`src/rtl/reg_pkg.sv`:
```
// Shared definitions for the register blocks: occupancy counter width and depth limit.
package reg_pkg;

  localparam int unsigned REG_PIPE_DEPTH_MAX = 16;

  // Bits needed to hold an occupancy value in 0..depth.
  function automatic int unsigned CNT_W(input int unsigned depth);
    return $clog2(depth + 1);
  endfunction

endpackage

```
`src/rtl/reg_pipe_stage.sv`:
```
// One elastic pipeline stage: valid bit, data word and ready computation.
// With REG_PIPE_PARITY_EN defined, the stage also carries a stored parity bit.
module reg_pipe_stage #(
  parameter int unsigned WIDTH = 6
) (
  input  logic             clk_i,
  input  logic             rst_ni,
  input  logic             flush_i,
  input  logic             up_valid_i,
  input  logic [WIDTH-1:0] up_data_i,
`ifdef REG_PIPE_PARITY_EN
  input  logic             up_par_i,
  output logic             par_o,
`endif
  input  logic             dn_ready_i,
  output logic             valid_o,
  output logic [WIDTH-1:0] data_o,
  output logic             ready_o
);

  logic             valid_q, valid_d;
  logic [WIDTH-1:0] data_q, data_d;
  logic             load;

  assign ready_o = !valid_q || dn_ready_i;
  // Data only changes when a word actually lands here, so stalls cause no toggling.
  assign load    = ready_o && up_valid_i && !flush_i;

  always_comb begin
    valid_d = valid_q;
    data_d  = data_q;
    if (flush_i) begin
      valid_d = 1'b0;
    end else if (ready_o) begin
      valid_d = up_valid_i;
    end
    if (load) begin
      data_d = up_data_i;
    end
  end

  always_ff @(posedge clk_i or negedge rst_ni) begin
    if (!rst_ni) begin
      valid_q <= 1'b0;
      data_q  <= '0;
    end else begin
      valid_q <= valid_d;
      data_q  <= data_d;
    end
  end

  assign valid_o = valid_q;
  assign data_o  = data_q;

`ifdef REG_PIPE_PARITY_EN
  logic par_q, par_d;

  always_comb begin
    par_d = par_q;
    if (load) begin
      par_d = up_par_i;
    end
  end

  always_ff @(posedge clk_i or negedge rst_ni) begin
    if (!rst_ni) begin
      par_q <= 1'b0;
    end else begin
      par_q <= par_d;
    end
  end

  assign par_o = par_q;
`endif

endmodule

```
`src/rtl/reg_pipe.sv`:
```
// Parametrised elastic pipeline register with occupancy count and synchronous flush.
// Optional REG_PIPE_PARITY_EN adds per-stage parity and a sticky par_err output.
module reg_pipe
  import reg_pkg::*;
#(
  parameter int unsigned WIDTH = 6,
  parameter int unsigned DEPTH = 2
) (
  input  logic                      clock,
  input  logic                      reset_n,
  input  logic                      flush,
  input  logic                      in_valid,
  input  logic [WIDTH-1:0]          in_data,
  output logic                      in_ready,
  output logic                      out_valid,
  output logic [WIDTH-1:0]          out_data,
  input  logic                      out_ready,
  output logic [CNT_W(DEPTH)-1:0]   count,
  output logic                      par_err
);

  localparam int unsigned CntW = CNT_W(DEPTH);

  logic [DEPTH:0]   rdy;
  logic [DEPTH-1:0] vld;
  logic [WIDTH-1:0] dat [DEPTH];
`ifdef REG_PIPE_PARITY_EN
  logic [DEPTH-1:0] par;
`endif

  assign rdy[DEPTH] = out_ready;

  for (genvar i = 0; i < DEPTH; i++) begin : g_stage
    logic             up_valid;
    logic [WIDTH-1:0] up_data;
`ifdef REG_PIPE_PARITY_EN
    logic             up_par;
`endif

    if (i == 0) begin : g_head
      assign up_valid = in_valid;
      assign up_data  = in_data;
`ifdef REG_PIPE_PARITY_EN
      assign up_par   = ^in_data;
`endif
    end else begin : g_body
      assign up_valid = vld[i-1];
      assign up_data  = dat[i-1];
`ifdef REG_PIPE_PARITY_EN
      assign up_par   = par[i-1];
`endif
    end

    reg_pipe_stage #(
      .WIDTH (WIDTH)
    ) u_stage (
      .clk_i      (clock),
      .rst_ni     (reset_n),
      .flush_i    (flush),
      .up_valid_i (up_valid),
      .up_data_i  (up_data),
`ifdef REG_PIPE_PARITY_EN
      .up_par_i   (up_par),
      .par_o      (par[i]),
`endif
      .dn_ready_i (rdy[i+1]),
      .valid_o    (vld[i]),
      .data_o     (dat[i]),
      .ready_o    (rdy[i])
    );
  end

  assign in_ready  = rdy[0] && !flush;
  assign out_valid = vld[DEPTH-1];
  assign out_data  = dat[DEPTH-1];

  logic            in_hs, out_hs;
  logic [CntW-1:0] count_q, count_d;

  assign in_hs  = in_valid && in_ready;
  assign out_hs = out_valid && out_ready;

  always_comb begin
    count_d = count_q;
    if (flush) begin
      count_d = '0;
    end else if (in_hs && !out_hs) begin
      count_d = count_q + CntW'(1);
    end else if (!in_hs && out_hs) begin
      count_d = count_q - CntW'(1);
    end
  end

  always_ff @(posedge clock or negedge reset_n) begin
    if (!reset_n) begin
      count_q <= '0;
    end else begin
      count_q <= count_d;
    end
  end

  assign count = count_q;

`ifdef REG_PIPE_PARITY_EN
  logic par_err_q, par_err_d;

  always_comb begin
    par_err_d = par_err_q;
    if (flush) begin
      par_err_d = 1'b0;
    end else if (out_valid && (par[DEPTH-1] != ^out_data)) begin
      par_err_d = 1'b1;
    end
  end

  always_ff @(posedge clock or negedge reset_n) begin
    if (!reset_n) begin
      par_err_q <= 1'b0;
    end else begin
      par_err_q <= par_err_d;
    end
  end

  assign par_err = par_err_q;
`else
  assign par_err = 1'b0;
`endif

endmodule

```
`config.mk`:
```
export PLATFORM = sky130hd
export DESIGN_NAME = reg_pipe
export DESIGN_NICKNAME = d
export VERILOG_FILES = /design/src/rtl/reg_pkg.sv /design/src/rtl/reg_pipe_stage.sv /design/src/rtl/reg_pipe.sv
export SDC_FILE = /design/constraint.sdc
export NUM_CORES = 1
export LEC_CHECK = 0
export CORE_ASPECT_RATIO = 1.25
export CORE_MARGIN = 8
export CORE_UTILIZATION = 35
export CTS_CLUSTER_SIZE = 24
export DETAILED_ROUTE_END_ITERATION = 7
export PLACE_DENSITY = 0.67
export SYNTH_ARGS = -nofsm -noshare
export SYNTH_HDL_FRONTEND = slang
export SYNTH_SLANG_ARGS = --single-unit
```
`constraint.sdc`:
```
create_clock -name clock -period 2 [get_ports clock]
set_clock_uncertainty 0.05 [all_clocks]
set_input_delay 0.6 -clock clock [delete_from_list [all_inputs] [get_ports clock]]
set_output_delay 0.6 -clock clock [all_outputs]
set_load 0.02 [all_outputs]
```
# Word-level counts from Yosys, hierarchy flattened
# Cells that the tools add are included.
# totals
register_bits	16
input_bits	11
output_inout_bits	11
wordCells	33
# op_classes
addsub	2
muxes	7
n_reduce_logical	19
# ops
operator	n
1-bit logical AND	9
2-bit 2-to-1 mux	3
1-bit zero test	5
1-bit 2-to-1 mux	4
2-bit nonzero test	2
3-bit nonzero test	1
2-bit by 1-bit adder with 2-bit output, second input constant	1
1-bit logical OR	2
2-bit by 1-bit subtractor with 2-bit output, second input constant	1

# Logic depth before layout (Yosys ltp)
# logic_depth
word_depth	10
depth_mapped	4
depth_no_buf	3

# Cells and area by module
# A second synthesis with hierarchy kept.
# hier_totals
hier_cells	55
hier_area_um2	737.0
# modules_own_cells
module	n_inst	cells_each	area_each_um2	seq_area_each_um2
reg_pipe_stage	2	18	286.5	175.2
reg_pipe	1	19	163.9	50.0

# Least setup slack after synthesis
# Ideal clock, no wire load.
# synth_path
kind	input-to-output
start	in out_ready
end	out in_ready
arrival_ns	1.077
t_required_ns	1.350
slack_ns	0.273
cell_stages	2
path_buffers	0
path_cell_list	and3b_2 -> nor2_1
# synth_between
elab_chain_len	3
# synth_lines
element	line	source
start: declaration	reg_pipe.sv:17	input logic out_ready,
1-bit logical OR (2 in series)	reg_pipe_stage.sv:25	assign ready_o = !valid_q || dn_ready_i;
1-bit logical AND	reg_pipe.sv:73	assign in_ready = rdy[0] && !flush;
end: declaration	reg_pipe.sv:14	output logic in_ready,
# No other way between the ends.

# Worst setup path after layout
# layout_path
start	in flush
end	out in_ready
# layout_between
elab_chain_len	2
# layout_lines
element	line	source
start: declaration	reg_pipe.sv:11	input logic flush,
1-bit zero test	reg_pipe.sv:73	
1-bit logical AND	reg_pipe.sv:73	
# No other way between the ends.

==> summary.txt <==
area of the core -> 0.00198 sq mm
root buffer cell -> clkbuf_4
Die Wd -> 56.8 um
Antenna Cells -> 0
Avg WL per Cell -> 14.2 um
dominant combinational cell family by area after synthesis -> multiplexers
via count of the first global-routing pass -> 601
Cell variety after synth -> 20
Max FO, Critical Path -> 2
number of cells in the design after placement -> 99
Die Area -> 0.00380 sq mm
number of iterations in the first detailed-routing pass -> 5
endpoint class of the critical path -> output port
Peak VDD IR -> 456 uV
share of flip-flops with an asynchronous set or reset after synthesis -> 1.00
routed via count -> 530
clock network latency to the later pin of the worst-skew pair -> 0.28 ns
top cells by area in the synthesized netlist -> dfrtp_1 (55%), mux2_2 (20%), nor2_1 (3.1%), and3b_2 (2.8%), nor3b_4 (2.6%)
arrival time worst endpoint -> 1.28 ns
clock buffer count from CTS -> 3
Yosys warning total -> 0
biggest area consumer among synthesized cells -> dfrtp_1
initial antenna violation count -> 0
total detailed-routing wirelength -> 1.48 mm
final hold violations -> 0
critical path required time -> 1.35 ns
wire length of the first global-routing pass -> 2.66 mm
DRT iter0 DRCs -> 2
clock share of power -> 0.239
drt via density -> 5.10
Bufs on Longest Clock Path -> 2
fraction of final layout cells with drive strength greater than 1 -> 0.381
Flop pwr share -> 0.464
number of flip-flops and latches in the synthesized netlist -> 16
period utilization -> 0.965
share of the core filled with cells in the final layout -> 0.520
worst hold margin -> 0.456 ns
Die H -> 67.0 um
dominant synthesized flop cell -> dfrtp_1
sequential element share of the synthesized area -> 0.551
RePlAce Congestion -> 0.747
proportion of synthesized area in mux cells -> 0.201
Port Buffer Count -> 20
Pins Over Slew Limit -> 0
highest attainable clock frequency -> 518 MHz
fraction of the mapped netlist area in compound gates -> 0.0482
path depth of the worst reg2reg path -> 5
Hold Path Class -> reg2reg
number of stages on the worst hold path -> 1
Final ANT Viol Nets -> 0
post-synth net total -> 65
Detail Placement HPWL -> 1.13 mm
mean cell area of the mapped netlist -> 13.5 sq um
Static Leak -> 0.468 nW
Pint -> 644 uW
adder-cell area share of the yosys netlist -> 0
DRC errors left -> 0
floorplan row count -> 18
aggregate negative setup slack -> 0 ns
post-synthesis share of cell area spent on and, or, nand and nor gates -> 0.174
relative area change from synthesis to final layout -> 41.8%
outcome -> complete, no violations
clock tree from TritonCTS -> done
fraction of synthesized cell area in xor and xnor cells -> 0
startpoint kind of the worst setup timing path -> primary input
Starting Density -> 0.367
total clock sinks -> 16
Max-cap violations -> 0
final worst path period need -> 1.93 ns
portion of synthesized cell area occupied by the leading cell type -> 0.551
Sw Ratio -> 0.277
All-Layer GR Usage -> 0.0872
Total Nets Final -> 96
NetSw -> 247 uW
Post-CTS Hold Fix Bufs -> 0
cell area power density -> 864 mW/mm^2
clock slew at reported path FFs -> 0.09 ns
total grt overflow -> 0
EDFF count, synth -> 0
Worst Path Class, Setup -> in2out
post-synthesis instance area -> 727 sq um
RSZ-0062 raised after global routing -> no
total number of H-tree levels -> 1
number of cells in the finished layout apart from fillers -> 104
post-synthesis instance total -> 54
final count of negative-setup-slack endpoints -> 0
ports placed on the boundary -> 22
share of total power in combinational logic -> 0.297
maximum number of pins on one net before global-route repair -> 17
==> cell usage after synthesis, types with 2 or more instances <==
library cell / count
and3b_2: 2
buf_4: 2
dfrtp_1: 16
mux2_2: 13
nor2_1: 6
==> worst max-delay path, cell delays in order <==
cell and delay [ns]:
clkdlybuf4s50_1 0.49, nor2_1 0.04, buf_4 0.15
==> sequential cells by signal, indices dropped and copies added, names as in the netlist <==
| name | flops |
|---|---|
| count | 2 |
| g_stage.u_stage.valid_o | 2 |
| g_stage.u_stage.data_o | 12 |
==> through the flow <==
stage               instance area (sq um)  power (mW)  worst slack [ns]
finish                               1030       0.891            0.0703
global route                         1030       0.943            0.0284
CTS                                  1030       0.904            0.0549
detailed placement                    990       0.690            -0.625
global placement                      990       0.685            -0.612
floorplan                             727       0.551             0.273
==> logic make-up (layout without fill, tap and decap cells) <==
kind of cell	count (synthesis)	in the layout
simple gates	17	17
flops	16	16
mux	13	13
compound gates	5	5
buf+inv	2	32
other cells	1	1
==> area by class of cell <==
| cell class | count | area, sq um |
|---|---|---|
| fill | 204 | 951 |
| sequential | 16 | 400 |
| multi-input combinational | 36 | 312 |
| timing repair buffer | 28 | 258 |
| clock buffer | 4 | 36.3 |
| tap | 20 | 25.0 |
==> layout by cell type (no fill, tap or decap), drive strengths merged <==
| cell | n |
|---|---|
| a211oi | 1 |
| a21boi | 1 |
| a22oi | 1 |
| and3b | 3 |
| buf | 9 |
| clkbuf | 4 |
| clkdlybuf4s50 | 16 |
| conb | 1 |
| dfrtp | 16 |
| dlygate4sd2 | 2 |
| dlymetal6s2s | 1 |
| mux2 | 13 |
| nand2 | 1 |
| nand2b | 1 |
| nand3b | 1 |
| nor2 | 6 |
| nor2b | 3 |
| nor3b | 2 |
| o211ai | 1 |
| o21ai | 1 |
==> layer usage <==
layer	vias up	track usage	routed length, um
li1	245	-	-
met1	263	0.0963	656
met2	18	0.133	691
met3	4	0.0380	106
met4	0	0.0588	25
met5	-	0	0
==> final timing paths <==
path | end | startpoint | slack, ns
min reg2reg | g_stage[1].u_stage.data_o[0] | g_stage[0].u_stage.data_o[0] | 0.46
max | in_ready | flush | 0.07
max in group asynchronous | g_stage[1].u_stage.data_o[0] | reset_n | 1.15
min | g_stage[1].u_stage.data_o[0] | g_stage[0].u_stage.data_o[0] | 0.46
max reg2reg | g_stage[1].u_stage.data_o[3] | g_stage[1].u_stage.valid_o | 0.51
min in group asynchronous | g_stage[0].u_stage.data_o[5] | reset_n | 0.57
==> power by group through the flow <==
stage               clock (mW)  sequential (mW)  combinational, mW
floorplan                    0            0.469             0.0827
global placement             0            0.418              0.267
detailed placement           0            0.420              0.271
CTS                      0.220            0.414              0.270
global route             0.236            0.422              0.284
finish                   0.213            0.413              0.265
==> timing repair <==
action / in CTS / in global routing
pin swaps: 1 / 0
endpoints found under the hold margin: 0 / 0
buffers inserted: 1 / 0
endpoints found under the setup margin: 2 / 1
gates resized for setup: 7 / 1
(Power assumes the default switching activity.)
